**src/rtl/calc_pkg.sv**
```systemverilog
// Shared types and constants for the calculator command path.
package calc_pkg;

    localparam int CALC_DATA_W = 16;
    localparam logic [CALC_DATA_W-1:0] CALC_DIV0_RESULT = 16'hFFFF;

    typedef enum logic [1:0] {
        ADD = 2'b00,
        SUB = 2'b01,
        MUL = 2'b10,
        DIV = 2'b11
    } calc_op_e;

    // Packed so that a occupies the MSBs of the 34-bit command word.
    typedef struct packed {
        logic [CALC_DATA_W-1:0] a;
        logic [CALC_DATA_W-1:0] b;
        calc_op_e               op;
    } calc_cmd_t;

    typedef enum logic [1:0] {
        IDLE  = 2'b00,
        ISSUE = 2'b01,
        WAIT  = 2'b10,
        RESP  = 2'b11
    } issuer_state_e;

    localparam int CALC_CMD_W = $bits(calc_cmd_t);

endpackage

```
**src/rtl/calc_issuer_if.sv**
```systemverilog
// Bundle of the command, calculator and response ports of calc_issuer.
// master is the issuer's own view; slave is the view of its surroundings.
interface calc_issuer_if #(
    parameter int TAG_W = 4
);
    import calc_pkg::*;

    logic                   cmd_valid;
    logic                   cmd_ready;
    logic [CALC_DATA_W-1:0] cmd_a;
    logic [CALC_DATA_W-1:0] cmd_b;
    logic [1:0]             cmd_op;
    logic [TAG_W-1:0]       cmd_tag;

    logic [CALC_DATA_W-1:0] calc_a;
    logic [CALC_DATA_W-1:0] calc_b;
    logic [1:0]             calc_op;
    logic [CALC_DATA_W-1:0] calc_result;

    logic                   rsp_valid;
    logic                   rsp_ready;
    logic [CALC_DATA_W-1:0] rsp_result;
    logic [TAG_W-1:0]       rsp_tag;
    logic                   rsp_err;

    modport master (
        input  cmd_valid, cmd_a, cmd_b, cmd_op, cmd_tag,
        output cmd_ready,
        output calc_a, calc_b, calc_op,
        input  calc_result,
        output rsp_valid, rsp_result, rsp_tag, rsp_err,
        input  rsp_ready
    );

    modport slave (
        output cmd_valid, cmd_a, cmd_b, cmd_op, cmd_tag,
        input  cmd_ready,
        input  calc_a, calc_b, calc_op,
        output calc_result,
        input  rsp_valid, rsp_result, rsp_tag, rsp_err,
        output rsp_ready
    );

endinterface

```
**src/rtl/calc_issuer_fifo.sv**
```systemverilog
// calc_cmd_fifo: first-word-fall-through command FIFO with synchronous
// active-low reset; the head entry is readable whenever the FIFO is non-empty.
module calc_cmd_fifo #(
    parameter int DEPTH = 4,
    parameter int WIDTH = 38
) (
    input  logic                       clk,
    input  logic                       rst_n,
    input  logic                       push,
    input  logic [WIDTH-1:0]           push_data,
    input  logic                       pop,
    output logic [WIDTH-1:0]           pop_data,
    output logic                       full,
    output logic                       empty,
    output logic [$clog2(DEPTH):0]     count
);
    localparam int PTR_W = $clog2(DEPTH);
    localparam int CNT_W = PTR_W + 1;

    logic [WIDTH-1:0] mem_reg [DEPTH];
    logic [PTR_W-1:0] wr_ptr_reg;
    logic [PTR_W-1:0] rd_ptr_reg;
    logic [CNT_W-1:0] count_reg;
    logic             do_push;
    logic             do_pop;

    assign full     = (count_reg == CNT_W'(DEPTH));
    assign empty    = (count_reg == '0);
    assign count    = count_reg;
    assign do_push  = push && !full;
    assign do_pop   = pop && !empty;
    assign pop_data = mem_reg[rd_ptr_reg];

    // Storage carries no reset: stale entries are never visible past the pointers.
    always_ff @(posedge clk) begin
        if (do_push) begin
            mem_reg[wr_ptr_reg] <= push_data;
        end
    end

    // DEPTH is a power of two, so the pointers wrap by natural overflow.
    always_ff @(posedge clk) begin
        if (!rst_n) begin
            wr_ptr_reg <= '0;
            rd_ptr_reg <= '0;
            count_reg  <= '0;
        end else begin
            if (do_push) begin
                wr_ptr_reg <= wr_ptr_reg + PTR_W'(1);
            end
            if (do_pop) begin
                rd_ptr_reg <= rd_ptr_reg + PTR_W'(1);
            end
            case ({do_push, do_pop})
                2'b10:   count_reg <= count_reg + CNT_W'(1);
                2'b01:   count_reg <= count_reg - CNT_W'(1);
                default: count_reg <= count_reg;
            endcase
        end
    end

endmodule

```
**src/rtl/calc_issuer.sv**
```systemverilog
// calc_issuer: buffers calculator requests and issues them one at a time.
// Optional CALC_ISSUER_DIV0_CHECK_EN answers divide-by-zero locally with rsp_err.
module calc_issuer
    import calc_pkg::*;
#(
    parameter int DEPTH = 4,
    parameter int TAG_W = 4
) (
    input  logic          clk,
    input  logic          rst_n,
    calc_issuer_if.master bus
);
    localparam int FIFO_W = CALC_CMD_W + TAG_W;
    localparam int CNT_W  = $clog2(DEPTH) + 1;

    issuer_state_e          state_reg;
    issuer_state_e          state_next;

    logic                   fifo_push;
    logic                   fifo_pop;
    logic [FIFO_W-1:0]      fifo_wdata;
    logic [FIFO_W-1:0]      fifo_rdata;
    logic                   fifo_full;
    logic                   fifo_empty;
    logic [CNT_W-1:0]       fifo_count;

    calc_cmd_t              head_cmd;
    logic [TAG_W-1:0]       head_tag;
    logic                   head_div0;
    logic                   rsp_fire;

    logic                   load_calc;
    logic                   load_div0;
    logic                   capture;
    logic                   clear_rsp;

    logic [CALC_DATA_W-1:0] calc_a_reg;
    logic [CALC_DATA_W-1:0] calc_b_reg;
    calc_op_e               calc_op_reg;
    logic [TAG_W-1:0]       tag_reg;
    logic                   rsp_valid_reg;
    logic [CALC_DATA_W-1:0] rsp_result_reg;
    logic [TAG_W-1:0]       rsp_tag_reg;

    assign fifo_push  = bus.cmd_valid && bus.cmd_ready;
    assign fifo_wdata = {bus.cmd_tag, bus.cmd_a, bus.cmd_b, bus.cmd_op};
    assign head_cmd   = fifo_rdata[CALC_CMD_W-1:0];
    assign head_tag   = fifo_rdata[FIFO_W-1 -: TAG_W];
    assign rsp_fire   = rsp_valid_reg && bus.rsp_ready;

    calc_cmd_fifo #(
        .DEPTH (DEPTH),
        .WIDTH (FIFO_W)
    ) u_fifo (
        .clk       (clk),
        .rst_n     (rst_n),
        .push      (fifo_push),
        .push_data (fifo_wdata),
        .pop       (fifo_pop),
        .pop_data  (fifo_rdata),
        .full      (fifo_full),
        .empty     (fifo_empty),
        .count     (fifo_count)
    );

`ifdef CALC_ISSUER_DIV0_CHECK_EN
    assign head_div0 = (head_cmd.op == DIV) && (head_cmd.b == '0);
`else
    assign head_div0 = 1'b0;
`endif

    always_ff @(posedge clk) begin
        if (!rst_n) begin
            state_reg <= IDLE;
        end else begin
            state_reg <= state_next;
        end
    end

    // Leaving IDLE and completing a handshake in RESP share the same dispatch.
    always_comb begin
        state_next = state_reg;
        case (state_reg)
            IDLE: begin
                if (!fifo_empty) begin
                    state_next = head_div0 ? RESP : ISSUE;
                end
            end
            ISSUE: state_next = WAIT;
            WAIT:  state_next = RESP;
            RESP: begin
                if (rsp_fire) begin
                    if (!fifo_empty) begin
                        state_next = head_div0 ? RESP : ISSUE;
                    end else begin
                        state_next = IDLE;
                    end
                end
            end
            default: state_next = IDLE;
        endcase
    end

    always_comb begin
        fifo_pop  = 1'b0;
        load_calc = 1'b0;
        load_div0 = 1'b0;
        capture   = 1'b0;
        clear_rsp = 1'b0;
        case (state_reg)
            IDLE: begin
                if (!fifo_empty) begin
                    fifo_pop  = 1'b1;
                    load_calc = !head_div0;
                    load_div0 = head_div0;
                end
            end
            WAIT: capture = 1'b1;
            RESP: begin
                if (rsp_fire) begin
                    clear_rsp = 1'b1;
                    if (!fifo_empty) begin
                        fifo_pop  = 1'b1;
                        load_calc = !head_div0;
                        load_div0 = head_div0;
                    end
                end
            end
            default: ;
        endcase
    end

    // The tag is parked in tag_reg so rsp_tag only moves when RESP is entered.
    always_ff @(posedge clk) begin
        if (!rst_n) begin
            calc_a_reg  <= '0;
            calc_b_reg  <= '0;
            calc_op_reg <= ADD;
            tag_reg     <= '0;
        end else if (load_calc) begin
            calc_a_reg  <= head_cmd.a;
            calc_b_reg  <= head_cmd.b;
            calc_op_reg <= head_cmd.op;
            tag_reg     <= head_tag;
        end
    end

    always_ff @(posedge clk) begin
        if (!rst_n) begin
            rsp_valid_reg  <= 1'b0;
            rsp_result_reg <= '0;
            rsp_tag_reg    <= '0;
        end else if (capture) begin
            rsp_valid_reg  <= 1'b1;
            rsp_result_reg <= bus.calc_result;
            rsp_tag_reg    <= tag_reg;
        end else if (load_div0) begin
            rsp_valid_reg  <= 1'b1;
            rsp_result_reg <= CALC_DIV0_RESULT;
            rsp_tag_reg    <= head_tag;
        end else if (clear_rsp) begin
            rsp_valid_reg  <= 1'b0;
        end
    end

`ifdef CALC_ISSUER_DIV0_CHECK_EN
    logic rsp_err_reg;

    always_ff @(posedge clk) begin
        if (!rst_n) begin
            rsp_err_reg <= 1'b0;
        end else if (capture) begin
            rsp_err_reg <= 1'b0;
        end else if (load_div0) begin
            rsp_err_reg <= 1'b1;
        end
    end

    assign bus.rsp_err = rsp_err_reg;
`else
    assign bus.rsp_err = 1'b0;
`endif

    assign bus.cmd_ready  = !fifo_full;
    assign bus.calc_a     = calc_a_reg;
    assign bus.calc_b     = calc_b_reg;
    assign bus.calc_op    = calc_op_reg;
    assign bus.rsp_valid  = rsp_valid_reg;
    assign bus.rsp_result = rsp_result_reg;
    assign bus.rsp_tag    = rsp_tag_reg;

`ifndef SYNTHESIS
    a_fifo_flags: assert property (@(posedge clk) disable iff (!rst_n)
        fifo_empty == (fifo_count == '0));
`endif

endmodule

```
**src/flat_wrapper.sv**
```systemverilog
// flat-port wrapper written by rule: the top's interface ports become plain ports
module calc_issuer_flat import calc_pkg::*;
#(
    parameter int DEPTH = 4,
    parameter int TAG_W = 4
)
  (clk, rst_n, bus_cmd_valid, bus_cmd_a, bus_cmd_b, bus_cmd_op, bus_cmd_tag, bus_cmd_ready, bus_calc_a, bus_calc_b, bus_calc_op, bus_calc_result, bus_rsp_valid, bus_rsp_result, bus_rsp_tag, bus_rsp_err, bus_rsp_ready);
  calc_issuer_if #(.TAG_W(TAG_W)) bus_i ();
  input  logic clk;
  input  logic rst_n;
  input wire logic [$bits(bus_i.cmd_valid)-1:0] bus_cmd_valid;
  input wire logic [$bits(bus_i.cmd_a)-1:0] bus_cmd_a;
  input wire logic [$bits(bus_i.cmd_b)-1:0] bus_cmd_b;
  input wire logic [$bits(bus_i.cmd_op)-1:0] bus_cmd_op;
  input wire logic [$bits(bus_i.cmd_tag)-1:0] bus_cmd_tag;
  output wire logic [$bits(bus_i.cmd_ready)-1:0] bus_cmd_ready;
  output wire logic [$bits(bus_i.calc_a)-1:0] bus_calc_a;
  output wire logic [$bits(bus_i.calc_b)-1:0] bus_calc_b;
  output wire logic [$bits(bus_i.calc_op)-1:0] bus_calc_op;
  input wire logic [$bits(bus_i.calc_result)-1:0] bus_calc_result;
  output wire logic [$bits(bus_i.rsp_valid)-1:0] bus_rsp_valid;
  output wire logic [$bits(bus_i.rsp_result)-1:0] bus_rsp_result;
  output wire logic [$bits(bus_i.rsp_tag)-1:0] bus_rsp_tag;
  output wire logic [$bits(bus_i.rsp_err)-1:0] bus_rsp_err;
  input wire logic [$bits(bus_i.rsp_ready)-1:0] bus_rsp_ready;
  assign bus_i.cmd_valid = bus_cmd_valid;
  assign bus_i.cmd_a = bus_cmd_a;
  assign bus_i.cmd_b = bus_cmd_b;
  assign bus_i.cmd_op = bus_cmd_op;
  assign bus_i.cmd_tag = bus_cmd_tag;
  assign bus_cmd_ready = bus_i.cmd_ready;
  assign bus_calc_a = bus_i.calc_a;
  assign bus_calc_b = bus_i.calc_b;
  assign bus_calc_op = bus_i.calc_op;
  assign bus_i.calc_result = bus_calc_result;
  assign bus_rsp_valid = bus_i.rsp_valid;
  assign bus_rsp_result = bus_i.rsp_result;
  assign bus_rsp_tag = bus_i.rsp_tag;
  assign bus_rsp_err = bus_i.rsp_err;
  assign bus_i.rsp_ready = bus_rsp_ready;
  calc_issuer #(.DEPTH(DEPTH), .TAG_W(TAG_W)) u_core (.clk(clk), .rst_n(rst_n), .bus(bus_i));
endmodule
```
**config.mk**
```make
export PLATFORM = sky130hd
export DESIGN_NAME = calc_issuer_flat
export DESIGN_NICKNAME = d
export VERILOG_FILES = /design/src/rtl/calc_pkg.sv /design/src/rtl/calc_issuer_if.sv /design/src/rtl/calc_issuer_fifo.sv /design/src/rtl/calc_issuer.sv /design/src/flat_wrapper.sv
export SDC_FILE = /design/constraint.sdc
export NUM_CORES = 1
export LEC_CHECK = 0
export CAP_MARGIN = 15
export CORE_MARGIN = 1
export CORE_UTILIZATION = 54
export DETAILED_ROUTE_END_ITERATION = 8
export GPL_TIMING_DRIVEN = 1
export PLACE_DENSITY_LB_ADDON = 0.08
export SLEW_MARGIN = 15
export SYNTH_ARGS = -nofsm -noshare
export SYNTH_HDL_FRONTEND = slang
export SYNTH_SLANG_ARGS = --single-unit
```
**constraint.sdc**
```tcl
create_clock -name clk -period 4.12 [get_ports clk]
set_clock_uncertainty 0.15 [all_clocks]
set_input_delay 1.236 -clock clk [delete_from_list [all_inputs] [get_ports clk]]
set_output_delay 1.236 -clock clk [all_outputs]
set_load 0.05 [all_outputs]
```
==> results.cfg, run 1 <==
[outcome]
outcome = finished clean

[power]
power.internal_uw = 4735
leakage_uw = 0.003384
max-vdd-ir-drop_mv = 0.4219
p_comb_frac = 0.294
seqPwrFrac = 0.425
p_sw_uw = 2271
pwr-share-clk = 0.281
swShare = 0.3242
powerDensity_nw_per_um2 = 680.7

[cells_and_area]
stdcell_count = 819
fin_nets = 686
syn_to_final_growth_pct = 24.22
final_area_sq_um = 10290
drive_above_1_share = 0.1420
fill_cells = 982
largest_register_ffs = 152

[clock_network]
post-cts-setup-buffers = 0
clockBufferDepth = 3
tritoncts = yes
postCtsHoldBufs = 0
clkSinkCount = 220
clk_pin_slew_ns = 0.06
ctsResizeCount = 0
ctsRootBufferMaster = clkbuf_16
clkLatencyLatePin_ns = 0.49
cts_inserted_buffers = 22
htreeDepth = 1

[sta]
tns_ns = 0
timing.final.crit_period_ns = 3.422
setup_viol = 0
slew_headroom = 0.2430
fin_ws_ns = 0.6982
hold_ws_ns = 0.3014
finalCritPeriodShare = 0.8305
drv_slew = 0
rsz0062_at_grt = false
tightest_slew_ns = 1.136
fmax_ghz = 0.2922
hold_viol = 0

[global_routing]
grt_pass1_vias = 4663
grt_max_degree = 48
grt_antenna_before_repair = 0
grt-ovfl-total = 0
grt_pass1_wl_microns = 24600
track_usage = 0.2012

[setup_path]
rr_startpoint = u_core.state_reg[0]$_SDFFE_PN0P_
critPathLaunch = u_core.u_fifo.count[0]$_SDFFE_PN0P_
critPathMaxFanout = 6
crit_type = reg2out
crit_required_ns = 2.73
rrSetupSlack_ns = 1.20
setup.worst_path.end_class = primary output
crit_arrival_ns = 2.04
cp-start-kind = flop

[route]
wl_met2_microns = 7552
top_layer_used = met4
routed_via_density = 5.485
drcViolationCount = 0
avgRoutedWirePerCell_microns = 18.63
dr_total_vias = 4492
first_iter_violations = 242
drtPass1Iterations = 4
wirelength_microns = 15260
wl_met1_microns = 6603
ant_nets = 0
dr_wl_met3_microns = 802

[placement]
place_congestion = 0.6909
hpwl_microns = 8602
place_area_sq_um = 9559
place_ws_ns = 0.2210
dp.cells = 778
portBuffers = 113

[min_path]
hold_class = reg2reg
min_from = u_core.bus.calc_a[14]$_SDFFE_PN0N_

[logic_synthesis]
yosysTopAreaCell = edfxtp_1
ys_ff_latch = 220
ys_warn_count = 0
synth.distinct_cells = 32
synth_seq_area_share = 0.7152
synth_area_leaders = edfxtp_1, dfxtp_1, mux4_2, nand2_1, a21boi_1
syn_area_sq_um = 8285
synth_top_area_share = 0.5509
synth_nets = 571
synth_area_per_cell_sq_um = 16.47
postSynthCellCount = 503

[floorplanning]
io_pins = 115
die_h_microns = 125.9
initial_core_util = 0.5616
die_area_sq_um = 15840
die_w_microns = 125.9
coreArea_sq_um = 14750
rows = 44

[run]
cap_violations = 0
## worst paths after layout
kind,end,cells past startpoint
worst max register to register,u_core.u_fifo.count[2]$_SDFFE_PN0P_,10
worst min-delay path,u_core.bus.calc_a[14]$_SDFFE_PN0N_,2
worst max-delay path,bus_cmd_ready,2
worst min register to register,u_core.bus.calc_a[14]$_SDFFE_PN0N_,2
## cell usage in the layout, fill, tap and decap left out, drive strengths merged
master / instances
fa: 1
mux2i: 21
ha: 9
and2: 5
xnor2: 3
edfxtp: 152
clkbuf: 31
buf: 8
clkinv: 8
nand3: 1
inv: 8
clkdlybuf4s50: 112
a31oi: 1
a21boi: 42
nand2: 81
dfxtp: 68
nor3b: 1
or3: 2
mux4: 38
conb: 1
or3b: 1
a21oi: 2
nor3: 1
o21a: 2
o21ai: 4
diode: 1
nor2b: 23
and3: 4
o32a: 1
xor2: 1
bufinv: 2
## synthesized netlist by cell type
cell type,number
buf_6,3
o32a_1,1
conb_1,1
a21boi_2,1
mux4_2,38
xnor2_1,3
buf_4,4
a21oi_1,2
clkinv_2,1
nor3b_2,1
nor2b_1,23
xor2_1,1
a21boi_1,38
and2_1,5
fa_1,1
edfxtp_1,152
ha_1,9
or3_1,2
a31oi_1,1
inv_1,8
nor3_1,1
mux2i_1,21
clkbuf_1,12
nand2_1,81
o21a_1,2
dfxtp_1,68
or3b_1,1
a21boi_0,3
o21ai_0,4
nand3_1,1
buf_2,10
and3_1,4
## per-layer routing
| metal | vias up | track usage |
|---|---|---|
| met5 | - | 0 |
| met4 | 0 | 0.04961 |
| met3 | 24 | 0.03696 |
| met2 | 136 | 0.3500 |
| met1 | 2242 | 0.2639 |
| li1 | 2090 | - |
## cell type report
type / count / area [sq um] / area share
clock inverter: 9 / 92.59 / 0.008996
sequential: 220 / 5931 / 0.5762
clock buffer: 31 / 635.6 / 0.06176
inverter: 9 / 35.03 / 0.003404
antenna: 1 / 2.502 / 0.0002431
tap: 184 / 230.2 / 0.02237
multi-input combinational: 245 / 2175 / 0.2113
timing repair buffer: 120 / 1191 / 0.1157
## critical path, stage by stage, from the launching register on
cell and delay, ns:
dfxtp_1 0.34, or3b_1 0.48, clkdlybuf4s50_1 0.73
## metrics by stage
step / util / total power [uW]
finish: 0.6976 / 7006
global route: 0.6974 / 7342
CTS: 0.6973 / 7090
detailed placement: 0.6479 / 5112
global placement: 0.6479 / 5056
floorplan: - / 4476
## cell families (layout without fill, tap and decap cells)
family                   count (synthesis)  count (layout)  share of synthesized area
AO/OA/AOI/OAI                           52              52                    0.04591
XOR/XNOR                                 4               4                   0.004229
adder cells (fa/ha/maj)                 10              10                    0.01601
buffers and inverters                   38             169                    0.02341
flip-flops                             220             220                     0.7152
multiplexers                            59              59                     0.1287
other                                    1               2                  0.0004526
AND/OR/NAND/NOR                        119             119                    0.06614
## power groups by stage
stage | registers, uW | logic [uW] | clock network (uW)
3_5_place_dp | 3030 | 2080 | 0
3_3_place_gp | 3010 | 2050 | 0
6_report | 2980 | 2060 | 1970
2_1_floorplan | 3460 | 1020 | 0
4_1_cts | 2990 | 2090 | 2010
5_1_grt | 3030 | 2220 | 2090
Note: power is estimated with default switching activity, not from simulation.
==> run 2, diff against run 1 <==
- clock period: 4.12 -> 3.2 ns (I/O delays scaled with it)
==> run 2 against run 1 <==
Net effect:
- critical endpoint is now u_core.u_fifo.count[2]$_SDFFE_PN0P_
- first-iteration DRC count shrank 6.6%
- via count is 1.1% lower
- routed wire length decreased by 1.7%
- clock power grew 31%
- cell area grew 0.81%
- core utilization grew 0.57 points
- setup slack got worse by 0.45 ns
- critical path type is now in2reg
==> results.cfg, run 2 (synthesis gave the netlist of run 1 again) <==
[global_routing]
grt_max_degree = 49
grt_pass1_vias = 4568
track_usage = 0.1958
grt_antenna_before_repair = 0
grt_pass1_wl_microns = 24150
grt-ovfl-total = 0

[sta]
rsz0062_at_grt = false
hold_viol = 0
tns_ns = 0
fmax_ghz = 0.3384
hold_ws_ns = 0.3010
finalCritPeriodShare = 0.9234
fin_ws_ns = 0.2453
drv_slew = 0
slew_headroom = 0.4545
setup_viol = 0
timing.final.crit_period_ns = 2.955
tightest_slew_ns = 0.8183

[floorplanning]
rows = 44
die_h_microns = 125.9
die_area_sq_um = 15840
io_pins = 115
initial_core_util = 0.5616
coreArea_sq_um = 14750
die_w_microns = 125.9

[setup_path]
crit_buf_inv = 3
crit_type = in2reg
rr_startpoint = u_core.state_reg[0]$_SDFFE_PN0P_
critPathLaunch = bus_rsp_ready
slowest_delay_ns = 0.50
worst_path_max_delay_cell = clkdlybuf4s50_1
path_cells = clkdlybuf4s50_1, a31oi_1, or3_4, clkinv_2, ha_1, inv_1, fa_2, xor2_1, or3_1, a21boi_1
cp-start-kind = primary input
crit_required_ns = 3.48
crit_arrival_ns = 3.23
critPathTopFamily = simple AND/OR/NAND/NOR gates
setup.worst_path.end_class = flop
critPathMaxFanout = 3

[placement]
place_congestion = 0.6950
portBuffers = 113
hpwl_microns = 8617
place_ws_ns = -0.4075

[clock_network]
clk_pin_slew_ns = 0.06
clockBufferDepth = 3
htreeDepth = 1
cts_inserted_buffers = 23
clkSinkCount = 220
tritoncts = yes
clkLatencyLatePin_ns = 0.49
ctsRootBufferMaster = clkbuf_16

[cells_and_area]
fill_cells = 989
fin_nets = 691
multi_input_area_sq_um = 2178
final_common_cell = edfxtp_1
antenna_cells = 0
ff_latch_area_sq_um = 5931
drive_above_1_share = 0.1455
final_cell_mix = edfxtp_1, clkdlybuf4s50_1, nand2_1
largest_register_ffs = 152
syn_to_final_growth_pct = 25.23
final_core_util = 0.7033

[power]
pwr-share-clk = 0.284
powerDensity_nw_per_um2 = 878.2
seqPwrFrac = 0.419
p_comb_frac = 0.297
max-vdd-ir-drop_mv = 0.5540
leakage_uw = 0.003421
power.total_uw = 9113
power.internal_uw = 6152
swShare = 0.3249
p_sw_uw = 2960

[outcome]
outcome = finished clean

[min_path]
hold_class = reg2reg
min_from = u_core.bus.calc_a[12]$_SDFFE_PN0N_

[route]
drcViolationCount = 0
ant_nets = 0
avgRoutedWirePerCell_microns = 18.22
drtPass1Iterations = 4
wirelength_microns = 14990
routed_via_density = 5.399
dr_total_vias = 4443
first_iter_violations = 226

[run]
cap_violations = 0
## run 2: changes by cell type in the layout (fill, tap and decap cells not counted), sizes merged
cell / before / now
clkinv: 8 / 9
dlymetal6s2s: 0 / 1
clkdlybuf4s50: 112 / 111
clkbuf: 31 / 30
buf: 8 / 12
bufinv: 2 / 3
diode: 1 / 0
## run 2: cell type report
| cell class | count | share of cell area |
|---|---|---|
| clock inverters | 11 | 0.01338 |
| multi-input cells | 245 | 0.2099 |
| well taps | 184 | 0.02219 |
| flip-flops and latches | 220 | 0.5716 |
| clock buffers | 30 | 0.05800 |
| inverters | 9 | 0.003376 |
| repair buffers | 124 | 0.1215 |
## run 2: path summary, 6_finish.rpt
| check | endpoint | slack, ns | cells after the start |
|---|---|---|---|
| worst max register to register | u_core.u_fifo.count[2]$_SDFFE_PN0P_ | 0.47 | 10 |
| worst min-delay path | u_core.bus.calc_a[12]$_SDFFE_PN0N_ | 0.30 | 2 |
| worst min register to register | u_core.bus.calc_a[12]$_SDFFE_PN0N_ | 0.30 | 2 |
| worst max-delay path | u_core.u_fifo.count[2]$_SDFFE_PN0P_ | 0.25 | 10 |
## run 2: worst min-delay path: stages, from the launching register on
cell,delay (ns)
dfxtp_1,0.30
nand2_1,0.05
a21boi_1,0.05
## run 2: per-stage QoR
stage,cells,area [sq um]
floorplan,503,8285
global placement,782,9627
detailed placement,782,9627
CTS,823,10370
global route,823,10380
finish,823,10380
## run 2: metal layers
metal	track usage	up-vias	share of wire
met4	0.04961	0	0.013
li1	-	2091	-
met5	0	-	0
met1	0.2563	2195	0.43
met2	0.3382	137	0.50
met3	0.03908	20	0.063
## run 2: power by group through the flow
stage / Combinational (uW) / Sequential [uW] / Clock (uW)
after CTS: 2730 / 3830 / 2640
after floorplan: 1310 / 4460 / 0
final: 2710 / 3810 / 2590
after global routing: 2900 / 3880 / 2770
after detailed placement: 2710 / 3880 / 0
after global placement: 2660 / 3850 / 0
## run 2: repair_timing
item                                    in CTS  in global routing
hold buffers                                 0                  0
buffers inserted                             0                  0
endpoints found under the setup margin       0                  2
gates resized for setup                      0                  4
